[src/rtl/cpu_pkg.sv]
// Purpose : shared types and constants for the fetch/execute pipeline.
// Latency : n/a (declarations only).
// Backpr. : n/a.
// Contents: INST_W, RESET_PC_DEFAULT, PC_STEP, OPC_W, fetch_entry_t, align_pc().
package cpu_pkg;

  localparam int INST_W = 32;
  localparam int OPC_W  = 7;

  localparam logic [INST_W-1:0] RESET_PC_DEFAULT = 32'h0000_0000;
  localparam logic [INST_W-1:0] PC_STEP          = 32'd4;

  // One fetched instruction together with the address it was read from.
  typedef struct packed {
    logic [INST_W-1:0] inst;
    logic [INST_W-1:0] pc;
  } fetch_entry_t;

  // Fetch targets are always word aligned; the low two bits are discarded.
  function automatic logic [INST_W-1:0] align_pc(input logic [INST_W-1:0] a);
    return a & ~(INST_W'(3));
  endfunction

endpackage

[src/rtl/fetch_fifo2.sv]
// Purpose : 2-entry FIFO of fetch_entry_t with push, pop and flush (flush wins over push).
// Latency : push visible at head the cycle after the push edge; pop frees the head on the edge.
// Backpr. : no internal stall; the producer must never push into a full queue without a pop.
// Ports   : clock, reset (async, high); push/push_data in; pop in; flush in;
//           count (0..2) and head (zero when empty) out.
module fetch_fifo2
  import cpu_pkg::*;
(
  input  logic         clock,
  input  logic         reset,
  input  logic         push,
  input  fetch_entry_t push_data,
  input  logic         pop,
  input  logic         flush,
  output logic [1:0]   count,
  output fetch_entry_t head
);

  // slot0 is always the head; slot1 is only meaningful when count == 2.
  fetch_entry_t slot0;
  fetch_entry_t slot1;
  logic         do_pop;
  logic         do_push;

  assign do_pop  = pop & (count != 2'd0);
  // A push into a full queue is only legal when the head leaves on the same edge.
  assign do_push = push & ((count != 2'd2) | do_pop);

  always_ff @(posedge clock or posedge reset) begin
    if (reset) begin
      count <= 2'd0;
      slot0 <= '0;
      slot1 <= '0;
    end else if (flush) begin
      count <= 2'd0;
    end else begin
      case ({do_push, do_pop})
        2'b10: begin
          if (count == 2'd0) slot0 <= push_data;
          else               slot1 <= push_data;
          count <= count + 2'd1;
        end
        2'b01: begin
          slot0 <= slot1;
          count <= count - 2'd1;
        end
        2'b11: begin
          // Occupancy unchanged; the new entry lands behind whatever remains.
          if (count == 2'd2) begin
            slot0 <= slot1;
            slot1 <= push_data;
          end else begin
            slot0 <= push_data;
          end
        end
        default: ;
      endcase
    end
  end

  assign head = (count != 2'd0) ? slot0 : '0;

endmodule

[src/rtl/s1_fetch.sv]
// Purpose : instruction-fetch stage; owns the PC, reads a 1-cycle synchronous imem,
//           queues words in a 2-entry FIFO and hands {inst, pc, opc} to s2.
// Latency : request in cycle N -> out_valid in cycle N+2; 1 instruction/cycle sustained.
// Backpr. : out_ready low stops new requests once queue + in-flight reach 2; head held stable.
// Ports   : clock, reset (async, high); imem_req/imem_addr out, imem_rdata in;
//           out_valid/out_inst/out_pc/out_opc out, out_ready in; redirect/redirect_pc in.
module s1_fetch
  import cpu_pkg::*;
#(
  parameter logic [INST_W-1:0] RESET_PC = RESET_PC_DEFAULT
) (
  input  logic              clock,
  input  logic              reset,
  output logic              imem_req,
  output logic [INST_W-1:0] imem_addr,
  input  logic [INST_W-1:0] imem_rdata,
  output logic              out_valid,
  input  logic              out_ready,
  output logic [INST_W-1:0] out_inst,
  output logic [INST_W-1:0] out_pc,
  output logic [OPC_W-1:0]  out_opc,
  input  logic              redirect,
  input  logic [INST_W-1:0] redirect_pc
);

  logic [INST_W-1:0] pc;
  logic [INST_W-1:0] tag_pc;     // address of the read currently in flight
  logic              inflight;
  logic [1:0]        count;
  logic              pop;
  logic              push;
  logic [2:0]        credit;
  fetch_entry_t      head;
  fetch_entry_t      push_entry;

  assign pop = out_valid & out_ready;

  // Slots already committed after this edge: queued entries plus the word
  // arriving, minus the one s2 takes now. Keeping this below 2 before issuing
  // means the returning word always has a slot.
  assign credit = {1'b0, count} + {2'b00, inflight} - {2'b00, pop};

  assign imem_req  = !reset && !redirect && (credit < 3'd2);
  assign imem_addr = pc;

  // A redirect kills the returning word: it belongs to the abandoned path.
  assign push       = inflight & !redirect;
  assign push_entry = '{inst: imem_rdata, pc: tag_pc};

  always_ff @(posedge clock or posedge reset) begin
    if (reset) begin
      pc       <= RESET_PC;
      tag_pc   <= '0;
      inflight <= 1'b0;
    end else if (redirect) begin
      pc       <= align_pc(redirect_pc);
      inflight <= 1'b0;
    end else if (imem_req) begin
      pc       <= pc + PC_STEP;
      tag_pc   <= pc;
      inflight <= 1'b1;
    end else begin
      inflight <= 1'b0;
    end
  end

  fetch_fifo2 u_fifo (
    .clock     (clock),
    .reset     (reset),
    .push      (push),
    .push_data (push_entry),
    .pop       (pop),
    .flush     (redirect),
    .count     (count),
    .head      (head)
  );

  assign out_valid = (count != 2'd0);
  assign out_inst  = head.inst;
  assign out_pc    = head.pc;
  assign out_opc   = head.inst[OPC_W-1:0];

endmodule
[config.mk]
export PLATFORM = sky130hd
export DESIGN_NAME = s1_fetch
export DESIGN_NICKNAME = d
export VERILOG_FILES = /design/src/rtl/cpu_pkg.sv /design/src/rtl/fetch_fifo2.sv /design/src/rtl/s1_fetch.sv
export SDC_FILE = /design/constraint.sdc
export NUM_CORES = 1
export LEC_CHECK = 0
export ABC_AREA = 1
export ABC_CLOCK_PERIOD_IN_PS = 3800
export BUFFER_PORTS_ARGS = -buffer_cell sky130_fd_sc_hd__buf_2
export CORE_ASPECT_RATIO = 2
export CORE_MARGIN = 4
export CORE_UTILIZATION = 51
export CTS_CLUSTER_SIZE = 30
export DETAILED_ROUTE_END_ITERATION = 8
export GPL_TIMING_DRIVEN = 0
export PLACE_DENSITY = 0.83
export SLEW_MARGIN = 20
export SYNTH_ARGS = -nofsm -noshare
export SYNTH_HDL_FRONTEND = slang
export SYNTH_HIERARCHICAL = 1
export SYNTH_SLANG_ARGS = --single-unit
[constraint.sdc]
create_clock -name clock -period 3.8 [get_ports clock]
set_input_delay 0.38 -clock clock [delete_from_list [all_inputs] [get_ports clock]]
set_output_delay 0.38 -clock clock [all_outputs]
set_load 0.01 [all_outputs]
# After elaboration in Yosys (flattened, before gate mapping)
# Cells that the tools add are included.
# totals
mem_bits_rw	0
memories	0
elab_cells	54
register_bits	195
inputBits	68
romBits	0
latch_bits	0
output_inout_bits	105
# classes
add_sub_neg	5
shift	0
bitwise_logic	6
n_div	0
n_eq_ne	8
n_reduce_logical	13
n_lt_le_gt_ge	1
n_mul	0
n_mux	13
# ops
operator	count
$mux W64	5
$pmux W64 S3	1
$pmux W64 S2	1
$mux W32	2
$add A32 B3 Y32 const B	1
$eq A2 B2 Y1 const B	3
$reduce_bool A2 Y1	3
$reduce_bool A3 Y1	2
$and A1 B1 Y1	4
$ne A2 B1 Y1 const B	2
$ne A2 B2 Y1 const B	2
$pmux W2 S2	1
$reduce_and A4 Y1	1
$add A2 B1 Y3	1
$lt A3 B2 Y1 const B	1
$reduce_and A3 Y1	1
$sub A3 B1 Y3	1
$add A2 B1 Y2 const B	1
$eq A2 B1 Y1 const B	1
$logic_and A1 B1 Y1	2
$logic_not A1 Y1	2
$logic_not A2 Y1	1
$mux W1	2
$mux W2	1
4 further kinds	4

# Longest topological paths before layout
# depth
ltp_word	8
ltp_mapped	13
ltp_nobuf	12

# Cells and area by module
# The synthesis kept the hierarchy.
# modules_own_cells
module	area_each_um2	cells_each	seq_area_each_um2	instances
fetch_fifo2	6606.3	922	3253.1	1
s1_fetch	3534.6	499	1526.5	1

# Least setup slack after synthesis
# No wires, ideal clock.
# synth_path
path_type	flip-flop to output port
startpoint	register u_fifo.count[1]
endpoint	output port imem_req
path_buffers	1
required_time_ns	3.420
path_stages_with_launch	10
path_slack_ns	1.073
t_arrival_ns	2.347
cell_sequence	dfrtp_1 o21a_1 ha_1 or2_2 fa_1 nand2_1 nor2_1 nand2_2 clkbuf_1 inv_1
# synth_between
elab_chain_len	5
elab_cells_between_ends	6
classes_between	2 x add/sub; 1 x order compare; 1 x bitwise; 2 x reduce/logical
# synth_lines
item	line	rtl
start, declared	fetch_fifo2.sv:15	output logic [1:0] count,
start signal, assigned	fetch_fifo2.sv:41	count <= count + 2'd1;
start signal, assigned	fetch_fifo2.sv:45	count <= count - 2'd1;
$reduce_bool A2 Y1	s1_fetch.sv:78	assign out_valid = (count != 2'd0);
$and A1 B1 Y1	s1_fetch.sv:36	assign pop = out_valid & out_ready;
named net pop	s1_fetch.sv:30	logic pop;
$sub A3 B1 Y3	s1_fetch.sv:41	assign credit = {1'b0, count} + {2'b00, inflight} - {2'b00, pop};
$lt A3 B2 Y1	s1_fetch.sv:43	assign imem_req = !reset && !redirect && (credit < 3'd2);
$logic_and A1 B1 Y1	s1_fetch.sv:43	
end, declared	s1_fetch.sv:14	output logic imem_req,
# The timed path passes the listed nets, and every way through them passes these cells.

# Worst setup path in the final report
# Ends and elaborated chain as after synthesis.

==> impl_metrics.toml <==
[final_layout]
drive_above_1_share_pct = 18.7
area_growth_pct = 18.1
mostFrequentLayoutCells = "548 x nand2_1, 205 x buf_2, 191 x dfrtp_1"
num-fill-cells = 1827
area.sequential_um2 = 4780
mostFrequentLayoutCell = "nand2_1"
nets = 1690
fin_util_pct = 61.6
multi_input_area_um2 = 4170
diodes = 0

[placement]
io_buffers = 168
place.gp.congestion = 0.935
dp_hpwl_um = 20400
dpl_worst_slack_ns = 0.797

[power_and_ir_drop]
p_switching_mw = 3.33
p_per_area_nw_per_um2 = 690
pwr-share-clk_pct = 19.5
p_int_mw = 4.93
pwr-share-comb_pct = 39.7
vdd_ir_drop_max_uv = 334
p_seq_share_pct = 40.9
p_leak_nw = 6.72
switching_share_pct = 40.3

[clock_network]
clockBufferDepth = 2
cts_resized = 0
cts_made_buffers = 17
cts_root_buf = "clkbuf_16"
clk_latency_ns = 0.43
cts_setup_buffers = 0
cts_tree = "done"
htreeDepth = 4
clk_pin_slew_worst_paths_ns = 0.07
cts.sinks = 191

[worst_setup_path]
slowest_delay_ns = 0.50
r2r_setup_slack_ns = 0.90
crit_end = "imem_req"
worstReg2RegStart = "u_fifo/count[1]$_DFFE_PP0P_"
path_max_fanout = 10
rr_endpoint = "imem_addr[3]$_DFFE_PP0P_"
crit_path_cell_trace = "o21a_1, ha_1, or2_2, fa_1, nand2_1, nor2_1, nand2_2, clkbuf_1, inv_1, buf_2"
reg2regPathDepth = 11
critical_path_class = "register to output port"
crit_path_start_kind = "register"
cp-startpoint = "u_fifo/count[1]$_DFFE_PP0P_"
end_kind = "output port"
cpMaxStageDelayCell = "dfrtp_1"
critPathArrivalTime_ns = 3.06
required_ns = 3.42

[route]
drt_first_pass_iters = 5
routed_wl_um = 26400
wl_per_cell_um = 13.9
vias = 9304
ant_nets = 0
drcViolationCount = 0
drt-initial-drc-count = 414
routed_via_density = 4.93

[grt]
grt.total_usage_pct = 24.2
grt_first_pass_wirelength_um = 43600
grt_max_degree = 50
overflow = 0
grt_pass1_vias = 9295
antenna_found_initial = 0

[synthesis]
ys_ff_latch = 191
synthArstFlopShare_pct = 100
synth.distinct_cells = 30
synth_edf_count = 0
synth_area_um2 = 10100
synth_top_flop_cell = "dfrtp_1"
yosysWarnings = 6
yosysSeqAreaShare_pct = 47.1
post_synth_inst_count = 1421
synth_area_per_cell_um2 = 7.14

[sta]
drv_slew = 0
fmax_mhz = 291
fin_crit_sh_pct = 90.6
finalSetupTns_ns = 0
clock_skew_ns = 0.0117
layout_setup_ws_ns = 0.358
whs_ns = 0.167
fin_crit_ns = 3.44
max-slew-margin-rel_pct = 62.5
worst_pin_slew_ns = 0.561
rsz0062_at_grt = "no"
setup_viol = 0
hold_viol = 0

[hold_path]
hold_class = "primary input to register"

[die]
die_x_um = 108
die_h_um = 207
coreArea_um2 = 19500
initial_core_util_pct = 52.1
num_rows = 72
pin_count = 173
fp.dieArea_um2 = 22300

[flow_run]
cap_violations = 0

[run_status]
status = "completed"
[kinds of logic after synthesis]
family | share of synthesized area (%)
and+or+nand+nor | 35.9
buffers and inverters | 11.9
DFF | 47.1
AOI/OAI and AO/OA | 4.42
adders and majority gates | 0.444
xor gates and xnor gates | 0.173
other | 0.0370
[metrics by stage]
step	cells	instance area, µm²	total power [mW]
finish	1889	12000	8.26
global route	1889	12000	8.94
CTS	1889	12000	8.33
detailed placement	1858	11400	6.68
global placement	1853	11300	6.53
floorplan	1426	10200	5.54
[layer usage]
layer | global-route usage (%) | wire, µm
met4 | 13.7 | 1320
met2 | 45.4 | 14500
met5 | 0 | 0
met1 | 25.1 | 9480
met3 | 3.05 | 1050
[timing repair]
item,4_1_cts,5_1_grt
endpoints found under the setup margin,0,0
hold buffers,1,0
endpoints found under the hold margin,13,0
[area by class of cell]
| class | count | area share [%] |
|---|---|---|
| inverter | 178 | 5.63 |
| multi-input combinational | 977 | 34.8 |
| tap | 259 | 2.70 |
| clock inverter | 9 | 0.543 |
| clock buffer | 21 | 3.84 |
| timing repair buffer | 174 | 8.06 |
| buffer | 80 | 4.52 |
| sequential | 191 | 39.9 |
[flip-flops by register name (all words and copies together) (netlist names)]
| register | count |
|---|---|
| u_fifo/slot0 | 64 |
| inflight | 1 |
| imem_addr | 30 |
| tag_pc | 30 |
| u_fifo/slot1 | 64 |
| u_fifo/count | 2 |
[power by group through the flow]
stage / Clock, mW / Sequential [mW] / Combinational [mW]
6_report: 1.61 / 3.38 / 3.28
2_1_floorplan: 0 / 3.28 / 2.27
4_1_cts: 1.65 / 3.37 / 3.32
5_1_grt: 1.74 / 3.49 / 3.72
3_5_place_dp: 0 / 3.40 / 3.28
3_3_place_gp: 0 / 3.36 / 3.17
[critical path, delay by kind of cell, from the launching register on]
kind,cells,cell delay [ns]
flops,1,0.50
fa+ha+maj,2,0.72
buf+inv,3,0.56
compound gates,1,0.27
simple gates,4,0.59
[synth_stat cells (all sizes together) (2+ instances only)]
cell type	instances	area, µm²
buf	73	515
clkbuf	7	26.3
dfrtp	191	4780
ha	2	25.0
inv	178	668
nand2	554	2100
nand3	125	631
nand3b	12	103
nand4	9	56.3
nor2	172	703
nor3	3	20.0
o211ai	4	30.0
o21ai	82	410
or2	4	25.0
[worst min-delay path by stage]
stage / startpoint / to / slack (ns) / cells past startpoint
4_1_cts: redirect_pc[7] / imem_addr[7]$_DFFE_PP0P_ / 0.15 / 3
3_3_place_gp: u_fifo/slot0[51]$_DFFE_PP0P_ / u_fifo/slot0[51]$_DFFE_PP0P_ / 0.46 / 2
3_5_place_dp: reset / imem_addr[29]$_DFFE_PP0P_ / 0.36 / 2
2_1_floorplan: u_fifo/slot0[10]$_DFFE_PP0P_ / u_fifo/slot0[10]$_DFFE_PP0P_ / 0.45 / 2
6_report: redirect_pc[7] / imem_addr[7]$_DFFE_PP0P_ / 0.17 / 3
5_1_grt: redirect_pc[18] / imem_addr[18]$_DFFE_PP0P_ / 0.17 / 3
No activity file was read; power rests on OpenSTA's default activity.
